--- src/rtl/placement_eval.sv ---
// Placement evaluator: walks an edge list, fetches both endpoint positions,
// accumulates wirelength costs and reports the first illegally placed edge.
module placement_eval #(
   parameter int N_EDGE    = 30,
   parameter int N         = 6,
   parameter int HOP_LIMIT = 2
) (
   input  logic               clk,
   input  logic               reset,
   input  logic               start,
   output logic               re_ea,
   output logic               re_eb,
   output logic [31:0]        addr_ea,
   output logic [31:0]        addr_eb,
   input  logic [31:0]        dout_ea,
   input  logic [31:0]        dout_eb,
   output logic               re_px,
   output logic               re_py,
   output logic [31:0]        addr_px,
   output logic [31:0]        addr_py,
   input  logic signed [31:0] dout_px,
   input  logic signed [31:0] dout_py,
   output logic               busy,
   output logic               done,
   output logic               valid,
   output logic               err,
   output logic [31:0]        err_edge,
   output logic signed [31:0] sum,
   output logic signed [31:0] sum_1hop,
   output logic [31:0]        max_dist,
   output logic [31:0]        over_cnt
);

   typedef enum logic [3:0] {
      S_IDLE, S_FETCH_E, S_WAIT_E, S_FETCH_A, S_WAIT_A,
      S_FETCH_B, S_WAIT_B, S_LATCH_B, S_ABS, S_ACC, S_FIN
   } state_t;

   state_t state_q, state_d;

   logic [31:0]        i_q, i_d, b_q, b_d;
   logic signed [31:0] xa_q, xa_d, ya_q, ya_d;
   logic signed [31:0] xb_q, xb_d, yb_q, yb_d;
   logic signed [31:0] dx_q, dx_d, dy_q, dy_d, d_q, d_d;
   logic               re_e_q, re_e_d, re_p_q, re_p_d;
   logic [31:0]        addr_e_q, addr_e_d, addr_p_q, addr_p_d;
   logic               busy_q, busy_d, done_q, done_d;
   logic               valid_q, valid_d, err_q, err_d;
   logic [31:0]        err_edge_q, err_edge_d;
   logic signed [31:0] sum_q, sum_d, s1_q, s1_d;
   logic [31:0]        max_q, max_d, over_q, over_d;

   logic signed [31:0] ddx, ddy;
   logic [31:0]        hop;
   logic               off;

   function automatic logic out_of_grid(input logic signed [31:0] v);
      return (v < 0) || (v >= N);
   endfunction

   // Next-state and datapath updates for the per-edge fetch/accumulate walk
   always_comb begin
      state_d    = state_q;
      i_d        = i_q;
      b_d        = b_q;
      xa_d       = xa_q;
      ya_d       = ya_q;
      xb_d       = xb_q;
      yb_d       = yb_q;
      dx_d       = dx_q;
      dy_d       = dy_q;
      d_d        = d_q;
      re_e_d     = 1'b0;
      re_p_d     = 1'b0;
      addr_e_d   = addr_e_q;
      addr_p_d   = addr_p_q;
      busy_d     = busy_q;
      done_d     = 1'b0;
      valid_d    = valid_q;
      err_d      = err_q;
      err_edge_d = err_edge_q;
      sum_d      = sum_q;
      s1_d       = s1_q;
      max_d      = max_q;
      over_d     = over_q;
      ddx        = xa_q - xb_q;
      ddy        = ya_q - yb_q;
      hop        = (dx_q >> 1) + 32'(dx_q[0])
                 + (dy_q >> 1) + 32'(dy_q[0]) - 32'd1;
      off        = out_of_grid(xa_q) || out_of_grid(ya_q)
                 || out_of_grid(xb_q) || out_of_grid(yb_q);
      unique case (state_q)
         S_IDLE: begin
            if (start) begin
               state_d    = S_FETCH_E;
               i_d        = '0;
               sum_d      = '0;
               s1_d       = '0;
               max_d      = '0;
               over_d     = '0;
               err_d      = 1'b0;
               err_edge_d = '0;
               valid_d    = 1'b0;
               busy_d     = 1'b1;
            end
         end
         S_FETCH_E: begin
            if (i_q == 32'(N_EDGE)) begin
               state_d = S_FIN;
            end else begin
               re_e_d   = 1'b1;
               addr_e_d = i_q;
               state_d  = S_WAIT_E;
            end
         end
         S_WAIT_E: state_d = S_FETCH_A;
         S_FETCH_A: begin
            b_d      = dout_eb;
            re_p_d   = 1'b1;
            addr_p_d = dout_ea;
            state_d  = S_WAIT_A;
         end
         S_WAIT_A: state_d = S_FETCH_B;
         S_FETCH_B: begin
            xa_d     = dout_px;
            ya_d     = dout_py;
            re_p_d   = 1'b1;
            addr_p_d = b_q;
            state_d  = S_WAIT_B;
         end
         S_WAIT_B: state_d = S_LATCH_B;
         S_LATCH_B: begin
            xb_d    = dout_px;
            yb_d    = dout_py;
            state_d = S_ABS;
         end
         S_ABS: begin
            if (off) begin
               err_d      = 1'b1;
               err_edge_d = i_q;
               state_d    = S_FIN;
            end else begin
               dx_d    = ddx[31] ? -ddx : ddx;
               dy_d    = ddy[31] ? -ddy : ddy;
               d_d     = (ddx[31] ? -ddx : ddx) + (ddy[31] ? -ddy : ddy);
               state_d = S_ACC;
            end
         end
         S_ACC: begin
            sum_d = sum_q + d_q - 32'sd1;
            s1_d  = s1_q + $signed(hop);
            if ($unsigned(d_q) > max_q) max_d = $unsigned(d_q);
            if (d_q > HOP_LIMIT) over_d = over_q + 32'd1;
            i_d     = i_q + 32'd1;
            state_d = S_FETCH_E;
         end
         S_FIN: begin
            busy_d  = 1'b0;
            valid_d = 1'b1;
            done_d  = 1'b1;
            state_d = S_IDLE;
         end
         default: state_d = S_IDLE;
      endcase
   end

   // State register
   always_ff @(posedge clk) begin
      if (reset) state_q <= S_IDLE;
      else       state_q <= state_d;
   end

   // Datapath and registered outputs
   always_ff @(posedge clk) begin
      if (reset) begin
         i_q        <= '0;
         b_q        <= '0;
         xa_q       <= '0;
         ya_q       <= '0;
         xb_q       <= '0;
         yb_q       <= '0;
         dx_q       <= '0;
         dy_q       <= '0;
         d_q        <= '0;
         re_e_q     <= 1'b0;
         re_p_q     <= 1'b0;
         addr_e_q   <= '0;
         addr_p_q   <= '0;
         busy_q     <= 1'b0;
         done_q     <= 1'b0;
         valid_q    <= 1'b0;
         err_q      <= 1'b0;
         err_edge_q <= '0;
         sum_q      <= '0;
         s1_q       <= '0;
         max_q      <= '0;
         over_q     <= '0;
      end else begin
         i_q        <= i_d;
         b_q        <= b_d;
         xa_q       <= xa_d;
         ya_q       <= ya_d;
         xb_q       <= xb_d;
         yb_q       <= yb_d;
         dx_q       <= dx_d;
         dy_q       <= dy_d;
         d_q        <= d_d;
         re_e_q     <= re_e_d;
         re_p_q     <= re_p_d;
         addr_e_q   <= addr_e_d;
         addr_p_q   <= addr_p_d;
         busy_q     <= busy_d;
         done_q     <= done_d;
         valid_q    <= valid_d;
         err_q      <= err_d;
         err_edge_q <= err_edge_d;
         sum_q      <= sum_d;
         s1_q       <= s1_d;
         max_q      <= max_d;
         over_q     <= over_d;
      end
   end

   assign re_ea    = re_e_q;
   assign re_eb    = re_e_q;
   assign addr_ea  = addr_e_q;
   assign addr_eb  = addr_e_q;
   assign re_px    = re_p_q;
   assign re_py    = re_p_q;
   assign addr_px  = addr_p_q;
   assign addr_py  = addr_p_q;
   assign busy     = busy_q;
   assign done     = done_q;
   assign valid    = valid_q;
   assign err      = err_q;
   assign err_edge = err_edge_q;
   assign sum      = sum_q;
   assign sum_1hop = s1_q;
   assign max_dist = max_q;
   assign over_cnt = over_q;

endmodule

--- config.mk ---
export PLATFORM = sky130hd
export DESIGN_NAME = placement_eval
export DESIGN_NICKNAME = d
export VERILOG_FILES = /design/src/rtl/placement_eval.sv
export SDC_FILE = /design/constraint.sdc
export NUM_CORES = 1
export LEC_CHECK = 0
export ABC_CLOCK_PERIOD_IN_PS = 8700
export CAP_MARGIN = 20
export CELL_PAD_IN_SITES_DETAIL_PLACEMENT = 0
export CELL_PAD_IN_SITES_GLOBAL_PLACEMENT = 1
export CORE_MARGIN = 2
export CORE_UTILIZATION = 41
export CTS_CLUSTER_DIAMETER = 200
export DETAILED_ROUTE_END_ITERATION = 10
export PLACE_DENSITY = 0.88
export RECOVER_POWER = 50
export SLEW_MARGIN = 10
export SYNTH_ARGS = -nofsm -noshare
export SYNTH_HDL_FRONTEND = slang
export SYNTH_SLANG_ARGS = --single-unit
--- constraint.sdc ---
create_clock -name clk -period 8.7 [get_ports clk]
set_input_delay 1.305 -clock clk [delete_from_list [all_inputs] [get_ports clk]]
set_output_delay 1.305 -clock clk [all_outputs]
set_load 0.02 [all_outputs]
---- Word-level counts from Yosys, hierarchy flattened ----
Index checks and enable logic that the tools add are counted.
word-level totals
  flip-flop bits (word level) ............. 522
  input bits .............................. 131
  output and inout bits ................... 296
operators by class
  magnitude comparators ................... 10
  reductions and logical operators ........ 21
  bitwise operators ....................... 3
  eq/ne operators ......................... 15
  multiplexer cells ....................... 26
  $add $sub $neg .......................... 14
operator list
  kind                                                                              number
  32-bit case mux with 2 select lines                                               7
  32-bit 2-to-1 mux                                                                 6
  32-bit by 4-bit >= comparator with 1-bit output, second input constant            4
  32-bit by 1-bit < comparator with 1-bit output, second input constant             4
  32-bit adder                                                                      3
  32-bit by 1-bit adder with 32-bit output, second input constant                   2
  32-bit negation                                                                   2
  32-bit subtractor                                                                 2
  4-bit case mux with 10 select lines                                               1
  31-bit by 1-bit adder with 32-bit output                                          1
  32-bit by 1-bit adder with 32-bit output                                          1
  32-bit by 31-bit adder with 32-bit output                                         1
  32-bit by 5-bit == test with 1-bit output, second input constant                  1
  32-bit by 3-bit greater-than comparator with 1-bit output, second input constant  1
  32-bit greater-than comparator                                                    1
  32-bit by 1-bit subtractor with 32-bit output, second input constant              1
  32-bit by 2-bit subtractor with 32-bit output, second input constant              1
  4-bit by 3-bit == test with 1-bit output, second input constant                   4
  4-bit == test, second input constant                                              3
  3-bit AND reduction                                                               3
  4-bit by 2-bit == test with 1-bit output, second input constant                   2
  4-bit 2-to-1 mux                                                                  2
  2-bit inequality test, second input constant                                      4
  2-bit AND reduction                                                               4
  other kinds (9)                                                                   28

---- Depth between registers and ports, before layout ----
Gate-level depths: netlist (run 1).
  depth after elaboration ................. 7
  depth in mapped cells ................... 31

---- Worst setup path after synthesis (run 1) ----
No wires, ideal clock.
  path type ............................... flip-flop to flip-flop
  start ................................... register xb_q[1]
  end ..................................... register d_q[28]
  setup slack ............................. 2,191 ps
  data arrival time ....................... 6,393 ps
  library setup time ...................... 117 ps
  stages on the path, launching flop included .. 29
  buffers on the path ..................... 1
  clock period less this slack ............ 6,509 ps
  data required time ...................... 8,583 ps
  path through ............................ dfxtp_1 inv_1 ha_1 nor2b_1 o31a_1 o32a_1 a211o_1 a31oi_1 a31oi_1 xnor2_2 clkbuf_1 o21ai_0 fa_1 a21oi_1 o21bai_1 a21oi_1 o21bai_1 a21oi_1 o21a_1 o22ai_1 o41ai_1 nor2_1 a211oi_1 o41ai_2 o211ai_1 o31ai_2 o22a_1 xor2_1 a22o_1
on the way
  word-level cells in the longest chain between the ends .. 6
  elaborated cells on any way between the ends .. 11
  those cells by class .................... add/sub: 3; order compare: 2; mux: 1; bitwise: 1; reduce/logical: 4
RTL lines
  element                                                    line  source
  start: declaration                                         43    logic signed [31:0] xb_q, xb_d, yb_q, yb_d;
  start signal: assignment                                   180   xb_q <= '0;
  start signal: assignment                                   203   xb_q <= xb_d;
  branches (longest 6 deep; another with 32-bit subtractor)  -
  end signal: assignment                                     184   d_q <= '0;
  end signal: assignment                                     207   d_q <= d_d;
  end: declaration                                           44    logic signed [31:0] dx_q, dx_d, dy_q, dy_d, d_q, d_d;
Parallel ways; which one is timed is not known.
A chain may end at the register's enable or synchronous reset.

---- Worst setup path after layout (run 1) ----
  start ................................... register xb_q[1]
  end ..................................... register d_q[30]
The elaborated chain is that of the path after synthesis.

==> impl_results.rst, run 1 <==
.. list-table::
   :header-rows: 1

   * - Metric
     - Value
   * - Final TNS setup
     - 0 ns
   * - Fraction of final layout cells with drive strength greater than 1
     - 4.007%
   * - Slowest stage delay, CP
     - 0.71 ns
   * - Largest family of logic cells by synthesized area
     - simple AND/OR/NAND/NOR gates
   * - Number of endpoints failing setup at the final stage
     - 0
   * - Mux cell area share after synthesis
     - under 10%
   * - Max-slew headroom at the worst pin
     - -195.5%
   * - Crit path max fanout
     - 16
   * - Slew at the pin closest to its max-slew limit
     - 4.433 ns
   * - Class of the worst hold path
     - register to register
   * - Final HPWL DP
     - 73.94 mm
   * - First-pass iteration count of the detailed router
     - 7
   * - Largest area contributor in the netlist
     - dfxtp_1
   * - Power density over the cells
     - 159.1 mW/mm²
   * - Reg2reg end
     - d_q[30]
   * - Number of antenna violations at the first check in global routing
     - 3
   * - Boundary Pins
     - 427
   * - Die Area
     - 0.08136 mm²
   * - Number of clock buffers inserted by TritonCTS
     - 60
   * - Crit. Startpoint
     - xb_q[1]
   * - Top_reg_cell synth
     - dfxtp_1
   * - Switching pwr
     - 1.841 mW
   * - Final critical path time including I/O delays and setup
     - 7.619 ns
   * - Simple-gate portion of the synthesized area
     - between 20% and 30%
   * - Footprint of the flip-flops and latches
     - 0.01045 mm²
   * - Logic depth of the worst path, buffers included
     - 27
   * - Total setup buffers inserted after CTS
     - 0
   * - Worst clock skew
     - 0.05797 ns
   * - Global-route total usage across every layer
     - 23.27%
   * - Die Span Y
     - 285.2 µm
   * - Outcome
     - finished, violations left
   * - Register share of total power
     - 38.9%
   * - Capture point of the worst path
     - d_q[30]
   * - Post-synthesis instance area
     - around 0.032 mm²
   * - Xor-xnor portion of the synthesized cell area
     - 5.930%
   * - DRC marker count from the first detailed-route iteration
     - 1,778
   * - #FFs+latches synth
     - about 520
   * - Violations in the final reports
     - capacitance limit, slew limit
   * - CP top delay family
     - compound AO/OA/AOI/OAI gates
   * - Final weighted congestion in routability-driven placement
     - 0.9396
   * - Number of warnings printed during yosys synthesis
     - 0
   * - Post-synth EDFFs
     - 0
   * - Maximum number of pins on one net before global-route repair
     - 146
   * - Wire length of the first global-routing pass
     - 154.0 mm
   * - Achievable frequency
     - 131.3 MHz
   * - Multi-input logic area
     - about 0.019 mm²
   * - RSZ-0062 raised after global routing
     - false
   * - Count of placed standard cells including taps
     - 5,480
   * - Layout Area Growth over Synthesis
     - 20.50%
   * - Final #Nets
     - between 4,000 and 5,000
   * - Area after DPL
     - between 0.03 and 0.04 mm²
   * - Clock transition at the register clock pins on the worst setup and hold paths after CTS
     - 0.07 ns
   * - Max-cap violations
     - 7
   * - Maximum level of the CTS H-tree
     - 2
   * - Area fraction in compound gates after synthesis
     - a little under a fifth
   * - Proportion of synthesized chip area in sequential cells
     - 32.23%
   * - Syn Area/Cell
     - 7.626 µm²
   * - Area share of the leading cell type in the synthesized netlist
     - 32.23%
   * - Maximum buffer depth of the clock tree
     - 3
   * - Number of cells upsized or downsized after cts
     - 0
   * - Total count of max-transition violations in the final report
     - slightly above 400
   * - Wire length per cell
     - roughly 18 µm
   * - Startpoint of the most critical register-to-register path
     - xb_q[1]
   * - Synthesized-area fraction occupied by adder cells
     - 11.98%
   * - Cell with the largest stage delay on the worst path
     - xnor2_2
   * - Startpoint class of the critical path
     - register
   * - Via count of the first global-routing pass
     - 27,260
   * - Switching power share of the total
     - 29.60%
   * - Placeable core area
     - 0.07861 mm²
   * - Fill cell count
     - 7,652
   * - Worst endpoint data arrival time
     - 8.13 ns
   * - GR Overflow Total
     - 0
   * - Overall power after layout
     - between 6 and 7 mW
   * - Share of synthesized flip-flops with an asynchronous set or reset
     - 0%
   * - PortBufs
     - 426
   * - Number of rows in the core area
     - 103
   * - Post-synth net total
     - 4,672
   * - Sinks on Clock Net
     - between 500 and 600
   * - Number of cells traversed by the worst register-to-register path
     - 27
   * - Number of vias after detailed routing
     - 29,680
   * - Leakage
     - ~16 nW
   * - CP Data Required Time
     - 9.21 ns
   * - CTS tree
     - done
   * - Die Width
     - 285.2 µm
   * - Number of hold violations in the final report
     - 0
   * - FF-to-FF setup slack
     - approximately 1.1 ns
   * - Root Buffer Master
     - clkbuf_16
   * - Share of power burned in the clock network
     - 42.7%
   * - Post-detailed-route via-to-cell ratio
     - 5.305
   * - Synth top cells by count
     - nand2_1, dfxtp_1, a21oi_1
   * - Most instantiated library cell after synthesis
     - nand2_1
   * - Routed wire length
     - 98.47 mm
   * - Number of antenna-violating nets in the routed design
     - 0
   * - Synth unique cells
     - 92
   * - Sum of buffers and inverters on the critical path
     - 1
   * - Non-Filler Cell Area, Final
     - between 0.03 and 0.04 mm²
   * - Count of non-filler cells in the finished layout
     - 5,594
   * - Starting Density
     - 41.25%
   * - Worst voltage drop across the vdd grid
     - 150.6 µV
   * - Type of destination of the critical path
     - register
   * - Critical path class
     - register to register
   * - Gate count after technology mapping
     - 4,252
   * - DRC violation count after routing
     - 0
   * - Period Utilization, post-route
     - 87.57%
   * - Total internal power
     - 4.377 mW
   * - Latest clock arrival within the worst-skew pair
     - 0.67 ns
   * - Hold Buf Count CTS
     - 0
   * - Leading post-synthesis cells by cell area
     - dfxtp_1, ha_1, nand2_1
   * - Logic gate share of total power
     - a little under a fifth
   * - Cell seen most often among critical-path stages
     - a21oi_1
tightest hold or removal path, stage by stage, from the launching register on:
cell and delay [ns]:
dfxtp_1 0.31, nand2_1 0.05, a21oi_1 0.05
final cells by class:
cell class / count / share of cell area, %
Clock buffer: 78 / 4.297
Antenna cell: 2 / 0.01281
Tap cell: 1050 / 3.362
Inverter: 416 / 3.996
Multi-Input combinational cell: 3043 / 49.15
Clock inverter: 32 / 1.089
Sequential cell: 522 / 26.74
Timing Repair Buffer: 451 / 11.35
power by group through the flow:
| stage | sequential, mW | clock, mW | combinational (mW) |
|---|---|---|---|
| final | 2.42 | 2.66 | 1.14 |
| after detailed placement | 2.47 | 0 | 1.12 |
| after global routing | 2.42 | 2.82 | 1.24 |
| after global placement | 2.47 | 0 | 1.12 |
| after floorplan | 2.47 | 0 | 0.776 |
| after CTS | 2.42 | 2.72 | 1.13 |
worst min-delay path by stage:
stage	start	to	depth (start not counted)
final	err	err	2
after detailed placement	err	err	2
after global routing	b_q[19]	b_q[19]	2
after floorplan	dx_q[20]	dx_q[20]	2
after global placement	err	err	2
after CTS	err	err	2
per-layer routing:
| metal | up-vias | track usage (%) | share of wire [%] |
|---|---|---|---|
| met5 | - | 0 | 0 |
| met4 | 0 | 5.366 | 2.1 |
| met3 | 119 | 2.776 | 4.9 |
| met2 | 724 | 37.98 | 46 |
| met1 | 13900 | 32.73 | 47 |
| li1 | 14940 | - | - |
placed cells by master, fill, tap and decap left out, drive strengths merged, types with 40 or more instances in the layout:
| cell | count |
|---|---|
| a211oi | 64 |
| a21o | 53 |
| a21oi | 431 |
| a311oi | 40 |
| a31oi | 59 |
| clkbuf | 86 |
| clkdlybuf4s50 | 268 |
| dfxtp | 522 |
| dlygate4sd3 | 157 |
| ha | 253 |
| inv | 418 |
| mux2i | 40 |
| nand2 | 652 |
| nand3 | 144 |
| nor2 | 388 |
| nor3 | 69 |
| nor4 | 58 |
| o21ai | 113 |
| xnor2 | 123 |
| xor2 | 94 |
stage by stage:
stage               hold slack [ns]  utilization [%]  setup WS, ns
floorplan                    0.4363                -         2.191
detailed placement           0.4453            47.06         1.093
global placement             0.4429            47.06         1.238
CTS                          0.4541            49.73         1.111
global route                 0.4721            49.71        0.5025
finish                       0.4520            49.71         1.081
registers in the layout, indices dropped and copies added (netlist names), 4 cells and up:
signal	flops
addr_ea	32
addr_px	32
b_q	32
d_q	32
dx_q	32
dy_q	32
err_edge	32
i_q	32
max_dist	32
over_cnt	32
state_q	4
sum	32
sum_1hop	32
xa_q	32
xb_q	32
ya_q	32
yb_q	32
cells by family after synthesis:
kind of cell	after synthesis
mux	41
flops	522
buf+inv	687
xor+xnor	217
compound gates	945
fa+ha+maj	289
simple gates	1551
(Power assumes the default switching activity.)
==> run 2, diff against run 1 <==
--- a/config.mk
+++ b/config.mk
@@ -13,7 +13,7 @@
 export CORE_UTILIZATION = 41
 export CTS_CLUSTER_DIAMETER = 200
 export DETAILED_ROUTE_END_ITERATION = 10
-export PLACE_DENSITY = 0.88
+export PLACE_DENSITY = 0.9
 export RECOVER_POWER = 50
 export SLEW_MARGIN = 10
 export SYNTH_ARGS = -nofsm -noshare
==> run 2 against run 1 <==
The run still ends with capacitance limit, slew limit left. Non-clock buffer count decreased by 1. Design area about the same. Largest cell class unchanged. Register-to-register slack got worse by 0.099 ns. Die area unchanged. Critical endpoint unchanged.
==> impl_results.rst, run 2 (synthesized netlist as in run 1, its figures left out) <==
.. list-table::
   :header-rows: 1

   * - Metric
     - Value
   * - Register share of total power
     - 38.9% (about the same)
   * - Footprint of the flip-flops and latches
     - 0.01045 mm² (unchanged)
   * - Switching pwr
     - 1.850 mW (+0.52%)
   * - GR Overflow Total
     - 0 (unchanged)
   * - Number of vias after detailed routing
     - 29,800 (+0.39%)
   * - Starting Density
     - 41.25% (unchanged)
   * - Crit path max fanout
     - 16 (unchanged)
   * - DRC marker count from the first detailed-route iteration
     - 1,909 (+7.4%)
   * - Placeable core area
     - 0.07861 mm² (unchanged)
   * - First-pass iteration count of the detailed router
     - 5 (-2)
   * - Latest clock arrival within the worst-skew pair
     - 0.67 ns (about the same)
   * - Max-slew headroom at the worst pin
     - -167.8% (+28 points)
   * - Number of hold violations in the final report
     - 0 (unchanged)
   * - RSZ-0062 raised after global routing
     - false
   * - Violations in the final reports
     - capacitance limit, slew limit
   * - Worst voltage drop across the vdd grid
     - 157.7 µV (+4.7%)
   * - Number of clock buffers inserted by TritonCTS
     - 60 (unchanged)
   * - Share of power burned in the clock network
     - 42.9% (+0.2 points)
   * - Count of placed standard cells including taps
     - 5,478 (-0.036%)
   * - Worst Setup Slack, final
     - 0.9817 ns (-0.09931 ns)
   * - Number of antenna violations at the first check in global routing
     - 1 (-2)
   * - Achievable frequency
     - 129.6 MHz (-1.3%)
   * - Total internal power
     - 4.363 mW (-0.31%)
   * - Non-Filler Cell Area, Final
     - 0.03906 mm² (about the same)
   * - Maximum number of pins on one net before global-route repair
     - 196 (+34%)
   * - Cell seen most often among critical-path stages
     - a21oi_1
   * - Count of non-filler cells in the finished layout
     - 5,595 (+0.018%)
   * - Sinks on Clock Net
     - 522 (unchanged)
   * - Die Span Y
     - 285.2 µm (unchanged)
   * - PortBufs
     - 426 (unchanged)
   * - Period Utilization, post-route
     - 88.72% (+1.1 points)
   * - Hold Buf Count CTS
     - 0 (unchanged)
   * - Critical path class
     - register to register
   * - Global-route total usage across every layer
     - 23.18% (-0.082 points)
   * - Worst-case setup slack after placement
     - 0.9985 ns (-0.09463 ns)
   * - Wire length per cell
     - 17.54 µm (-0.34%)
   * - Final critical path time including I/O delays and setup
     - 7.718 ns (+0.09931 ns)
   * - CTS tree
     - done
   * - Power density over the cells
     - 159.1 mW/mm² (about the same)
   * - Sum of buffers and inverters on the critical path
     - 1 (unchanged)
   * - Post-detailed-route via-to-cell ratio
     - 5.325 (+0.38%)
   * - Boundary Pins
     - 427 (unchanged)
   * - Total count of max-transition violations in the final report
     - 601 (+48%)
   * - Fraction of final layout cells with drive strength greater than 1
     - 4.005% (about the same)
   * - Most used cells in the layout excluding fill and tap cells
     - nand2_1, dfxtp_1, a21oi_1, inv_1, nor2_1
   * - Logic gate share of total power
     - 18.2% (-0.2 points)
   * - Die Width
     - 285.2 µm (unchanged)
   * - Final TNS setup
     - 0 ns (unchanged)
   * - Type of destination of the critical path
     - register
   * - CP Data Required Time
     - 9.21 ns (about the same)
   * - Most frequent standard cell in the layout excluding fill and tap cells
     - nand2_1
   * - Number of rows in the core area
     - 103 (unchanged)
   * - Final HPWL DP
     - 73.30 mm (-0.86%)
   * - Worst endpoint data arrival time
     - 8.23 ns (+0.10 ns)
   * - Slew at the pin closest to its max-slew limit
     - 4.017 ns (-0.4160 ns)
   * - Number of endpoints failing setup at the final stage
     - 0 (unchanged)
   * - DRC violation count after routing
     - 0 (unchanged)
   * - Layout Area Growth over Synthesis
     - 20.44% (about the same)
   * - Cell with the largest stage delay on the worst path
     - xnor2_2
   * - Number of antenna-violating nets in the routed design
     - 0 (unchanged)
   * - Clock transition at the register clock pins on the worst setup and hold paths after CTS
     - 0.07 ns (about the same)
   * - Fill cell count
     - 7,697 (+0.59%)
   * - Maximum buffer depth of the clock tree
     - 3 (unchanged)
   * - Die Area
     - 0.08136 mm² (unchanged)
   * - Final weighted congestion in routability-driven placement
     - 0.9250 (-1.6%)
   * - Total setup buffers inserted after CTS
     - 0 (unchanged)
   * - Via count of the first global-routing pass
     - 27,450 (+0.69%)
   * - Final #Nets
     - 4,913 (-0.020%)
   * - Startpoint class of the critical path
     - register
   * - Final hold slack
     - 0.4535 ns (+0.001482 ns)
   * - Root Buffer Master
     - clkbuf_16
   * - Switching power share of the total
     - 29.78% (+0.17 points)
   * - Number of cells upsized or downsized after cts
     - 0 (unchanged)
   * - Slowest stage delay, CP
     - 0.71 ns (about the same)
   * - Wire length of the first global-routing pass
     - 153.9 mm (about the same)
   * - Multi-input logic area
     - 0.01920 mm² (unchanged)
   * - Maximum level of the CTS H-tree
     - 2 (unchanged)
   * - Leakage
     - 16.10 nW (+0.24%)
   * - CP top delay family
     - compound AO/OA/AOI/OAI gates
   * - Class of the worst hold path
     - register to register
   * - Outcome
     - finished, violations left
   * - Max-cap violations
     - 8 (+1)
   * - Routed wire length
     - 98.16 mm (-0.32%)
   * - Area after DPL
     - 0.03699 mm² (about the same)
   * - Worst clock skew
     - 0.05643 ns (-0.001541 ns)
run 2: changes by cell type in the layout (fill, tap and decap cells not counted), sizes merged:
| cell | before | now |
|---|---|---|
| clkdlybuf4s50 | 268 | 256 |
| dlygate4sd3 | 157 | 169 |
| clkinv | 17 | 19 |
| diode | 2 | 1 |
run 2: worst reg2reg max path, stage by stage, from the launching register on:
cell and delay, ns:
dfxtp_1 0.41, inv_1 0.07, ha_1 0.27, nor2b_1 0.15, o31a_1 0.33, o32a_1 0.46
a211o_1 0.38, a31oi_1 0.26, a31oi_1 0.29, xnor2_2 0.71, o21ai_0 0.35, fa_1 0.53
a21oi_1 0.15, o21bai_1 0.11, a21oi_1 0.17, o21bai_1 0.10, a21oi_1 0.20, o21a_1 0.21
o22ai_1 0.14, o41ai_1 0.52, nor2_1 0.10, a211oi_1 0.46, o41ai_2 0.18, o211ai_1 0.35
o31ai_2 0.13, o211ai_1 0.21, mux2i_1 0.24, o311ai_1 0.12
run 2: final timing paths:
| check | endpoint | startpoint | cells after the start | slack (ns) |
|---|---|---|---|---|
| max reg2reg | d_q[30] | xb_q[1] | 27 | 0.98 |
| min | b_q[20] | b_q[20] | 2 | 0.45 |
| min reg2reg | b_q[20] | b_q[20] | 2 | 0.45 |
| max | d_q[30] | xb_q[1] | 27 | 0.98 |
run 2: power by group through the flow:
| stage | sequential (mW) | clock [mW] | combinational [mW] |
|---|---|---|---|
| 6_report | 2.42 | 2.66 | 1.13 |
| 5_1_grt | 2.42 | 2.82 | 1.23 |
| 3_5_place_dp | 2.47 | 0 | 1.11 |
| 4_1_cts | 2.42 | 2.73 | 1.12 |
| 3_3_place_gp | 2.47 | 0 | 1.11 |
| 2_1_floorplan | 2.47 | 0 | 0.776 |
run 2: per-stage QoR:
stage	power (mW)	utilization (%)
after detailed placement	3.587	47.05
after global placement	3.584	47.05
after global routing	6.466	49.68
after floorplan	3.248	-
final	6.213	49.68
after CTS	6.267	49.71
run 2: routing by layer:
metal  share of wire, %  vias to the layer above  routed length, µm  global-route usage, %
met2                 45                      796              44500                  37.68
met1                 47                    13930              45790                  32.37
li1                   -                    14930                  -                      -
met5                  0                        -                  0                      0
met4                2.6                        0               2599                  6.139
met3                5.4                      141               5266                  2.880
run 2: layout make-up:
| type | instances | area share (%) |
|---|---|---|
| antenna | 1 | 0.006407 |
| clock buffer | 79 | 4.258 |
| clock inverter | 34 | 1.089 |
| inverter | 416 | 3.998 |
| multi-input combinational | 3043 | 49.17 |
| sequential | 522 | 26.76 |
| tap | 1050 | 3.364 |
| timing repair buffer | 450 | 11.35 |
==> run 3, diff against run 2 <==
--- a/config.mk
+++ b/config.mk
@@ -15,7 +15,7 @@
 export DETAILED_ROUTE_END_ITERATION = 10
 export PLACE_DENSITY = 0.9
 export RECOVER_POWER = 50
-export SLEW_MARGIN = 10
+export SLEW_MARGIN = 20
 export SYNTH_ARGS = -nofsm -noshare
 export SYNTH_HDL_FRONTEND = slang
 export SYNTH_SLANG_ARGS = --single-unit
==> run 3 against run 2 <==
The flow still finishes with violations (capacitance limit, slew limit). Sequential share of layout area barely moved. Die area stayed put. Global-route usage unchanged. Combinational power is essentially flat. Clock power hardly changed. Utilization barely moved. Design area about the same. Wire length is essentially flat. Count of clock-buffer cells in the layout is the same. Cell count barely moved. Critical path depth unchanged. Worst hold slack about the same. Critical endpoint unchanged. Highest routed layer unchanged.
==> impl_results.rst, run 3 (synthesized netlist as in run 1, its figures left out) <==
.. list-table::
   :header-rows: 1

   * - Metric
     - Value
   * - Power density over the cells
     - 159.1 mW/mm² (about the same)
   * - Die Area
     - 0.08136 mm² (unchanged)
   * - Worst voltage drop across the vdd grid
     - 157.5 µV (-0.12%)
   * - Cell with the largest stage delay on the worst path
     - xnor2_2
   * - Total count of max-transition violations in the final report
     - 601 (unchanged)
   * - Met2 Usage GRT
     - 37.68% (unchanged)
   * - CTS tree
     - done
   * - CP Data Required Time
     - 9.21 ns (about the same)
   * - Startpoint class of the critical path
     - register
   * - Die Width
     - 285.2 µm (unchanged)
   * - Max-cap violations
     - 8 (unchanged)
   * - Fraction of final layout cells with drive strength greater than 1
     - 3.986% (-0.019 points)
   * - Crit path max fanout
     - 16 (unchanged)
   * - Root Buffer Master
     - clkbuf_16
   * - Slowest stage delay, CP
     - 0.71 ns (about the same)
   * - Total setup buffers inserted after CTS
     - 0 (unchanged)
   * - RSZ-0062 raised after global routing
     - false
   * - Final HPWL DP
     - 73.30 mm (unchanged)
   * - First-pass iteration count of the detailed router
     - 6 (+1)
   * - Number of hold violations in the final report
     - 0 (unchanged)
   * - GR Overflow Total
     - 0 (unchanged)
   * - Wire length per cell
     - 17.54 µm (about the same)
   * - Number of clock buffers inserted by TritonCTS
     - 60 (unchanged)
   * - Maximum buffer depth of the clock tree
     - 3 (unchanged)
   * - Starting Density
     - 41.25% (unchanged)
   * - Number of rows in the core area
     - 103 (unchanged)
   * - Overall power after layout
     - 6.210 mW (about the same)
   * - Fill cell count
     - 7,699 (+0.026%)
   * - Violations in the final reports
     - capacitance limit, slew limit
   * - Slew at the pin closest to its max-slew limit
     - 4.025 ns (+0.008079 ns)
   * - Cell seen most often among critical-path stages
     - a21oi_1
   * - Maximum level of the CTS H-tree
     - 2 (unchanged)
   * - Sinks on Clock Net
     - 522 (unchanged)
   * - CP top delay family
     - compound AO/OA/AOI/OAI gates
   * - Final #Nets
     - 4,910 (-0.061%)
   * - Post-detailed-route via-to-cell ratio
     - 5.329 (about the same)
   * - Number of vias after detailed routing
     - 29,800 (+0.0067%)
   * - Maximum number of pins on one net before global-route repair
     - 196 (unchanged)
   * - Most frequent standard cell in the layout excluding fill and tap cells
     - nand2_1
   * - Type of destination of the critical path
     - register
   * - DRC marker count from the first detailed-route iteration
     - 1,879 (-1.6%)
   * - Die Span Y
     - 285.2 µm (unchanged)
   * - Final TNS setup
     - 0 ns (unchanged)
   * - Clock transition at the register clock pins on the worst setup and hold paths after CTS
     - 0.07 ns (about the same)
   * - Most used cells in the layout excluding fill and tap cells
     - nand2_1, dfxtp_1, a21oi_1, inv_1, nor2_1
   * - Boundary Pins
     - 427 (unchanged)
   * - Routed wire length
     - 98.10 mm (about the same)
   * - Number of cells upsized or downsized after cts
     - 0 (unchanged)
   * - Max-slew headroom at the worst pin
     - -168.3% (-0.54 points)
   * - Worst endpoint data arrival time
     - 8.24 ns (about the same)
   * - Via count of the first global-routing pass
     - 27,450 (unchanged)
   * - Critical path class
     - register to register
   * - Number of endpoints failing setup at the final stage
     - 0 (unchanged)
   * - Latest clock arrival within the worst-skew pair
     - 0.67 ns (about the same)
   * - Layout Area Growth over Synthesis
     - 20.38% (about the same)
   * - Sum of buffers and inverters on the critical path
     - 1 (unchanged)
   * - Number of antenna violations at the first check in global routing
     - 1 (unchanged)
   * - Placeable core area
     - 0.07861 mm² (unchanged)
   * - Number of antenna-violating nets in the routed design
     - 0 (unchanged)
   * - Final weighted congestion in routability-driven placement
     - 0.9250 (unchanged)
   * - M3 GR Usage
     - 2.880% (unchanged)
   * - Period Utilization, post-route
     - 88.83% (+0.12 points)
   * - Final critical path time including I/O delays and setup
     - 7.729 ns (+0.01039 ns)
   * - Achievable frequency
     - 129.4 MHz (-0.13%)
   * - Global-route total usage across every layer
     - 23.18% (unchanged)
   * - DRC violation count after routing
     - 0 (unchanged)
   * - PortBufs
     - 426 (unchanged)
   * - Class of the worst hold path
     - register to register
   * - Leakage
     - 16.09 nW (-0.10%)
   * - Hold Buf Count CTS
     - 0 (unchanged)
   * - Met1 track demand over resource in global routing
     - 32.37% (unchanged)
   * - Worst clock skew
     - 0.05542 ns (-0.001009 ns)
   * - Wire length of the first global-routing pass
     - 153.9 mm (unchanged)
   * - Most congested layer reported by global routing
     - met2
   * - Outcome
     - finished, violations left
-- run 3: where the power goes --
group / internal [mW] / leakage [nW] / total, mW / switching (mW)
clock network: 1.54 / 1.01 / 2.66 / 1.12
logic: 0.419 / 10.9 / 1.13 / 0.711
registers: 2.40 / 4.20 / 2.42 / 0.0146
total: 4.36 / 16.1 / 6.21 / 1.85
-- run 3: final timing paths --
| path | slack, ns | cells past startpoint | endpoint | startpoint |
|---|---|---|---|---|
| worst min register to register | 0.45 | 2 | b_q[20] | b_q[20] |
| worst max-delay path | 0.97 | 27 | d_q[30] | xb_q[1] |
| worst min-delay path | 0.45 | 2 | b_q[20] | b_q[20] |
| worst max register to register | 0.97 | 27 | d_q[30] | xb_q[1] |
-- run 3: per-layer routing --
metal	part of all wire [%]	wire (µm)
met1	47	45970
met4	2.6	2550
met3	5.1	4982
met5	0	0
met2	45	44600
-- run 3: through the flow --
step	util [%]	cells	setup WS, ns	hold slack [ns]	instance area (µm²)
after floorplan	-	4252	2.191	0.4363	32430
after global placement	47.05	5478	1.255	0.4423	36990
after detailed placement	47.05	5478	0.9985	0.4467	36990
after CTS	49.71	5591	0.9982	0.4551	39080
after global routing	49.66	5592	0.2775	0.4698	39040
final	49.66	5592	0.9714	0.4539	39040
-- run 3: area by class of cell --
type,count,area (µm²),share of cell area (%)
multi-input combinational,3043,19220,49.23
sequential,522,10450,26.77
timing repair buffer,447,4402,11.28
clock buffer,79,1663,4.260
inverter,416,1562,4.000
tap,1050,1314,3.365
clock inverter,34,425.4,1.090
antenna,1,2.502,0.006410
-- run 3: worst min-delay path, delay by kind of cell, from the launching register on --
kind / cells / cell delay, ns
flip-flops: 1 / 0.31
AND/OR/NAND/NOR: 1 / 0.05
AO/OA/AOI/OAI: 1 / 0.05
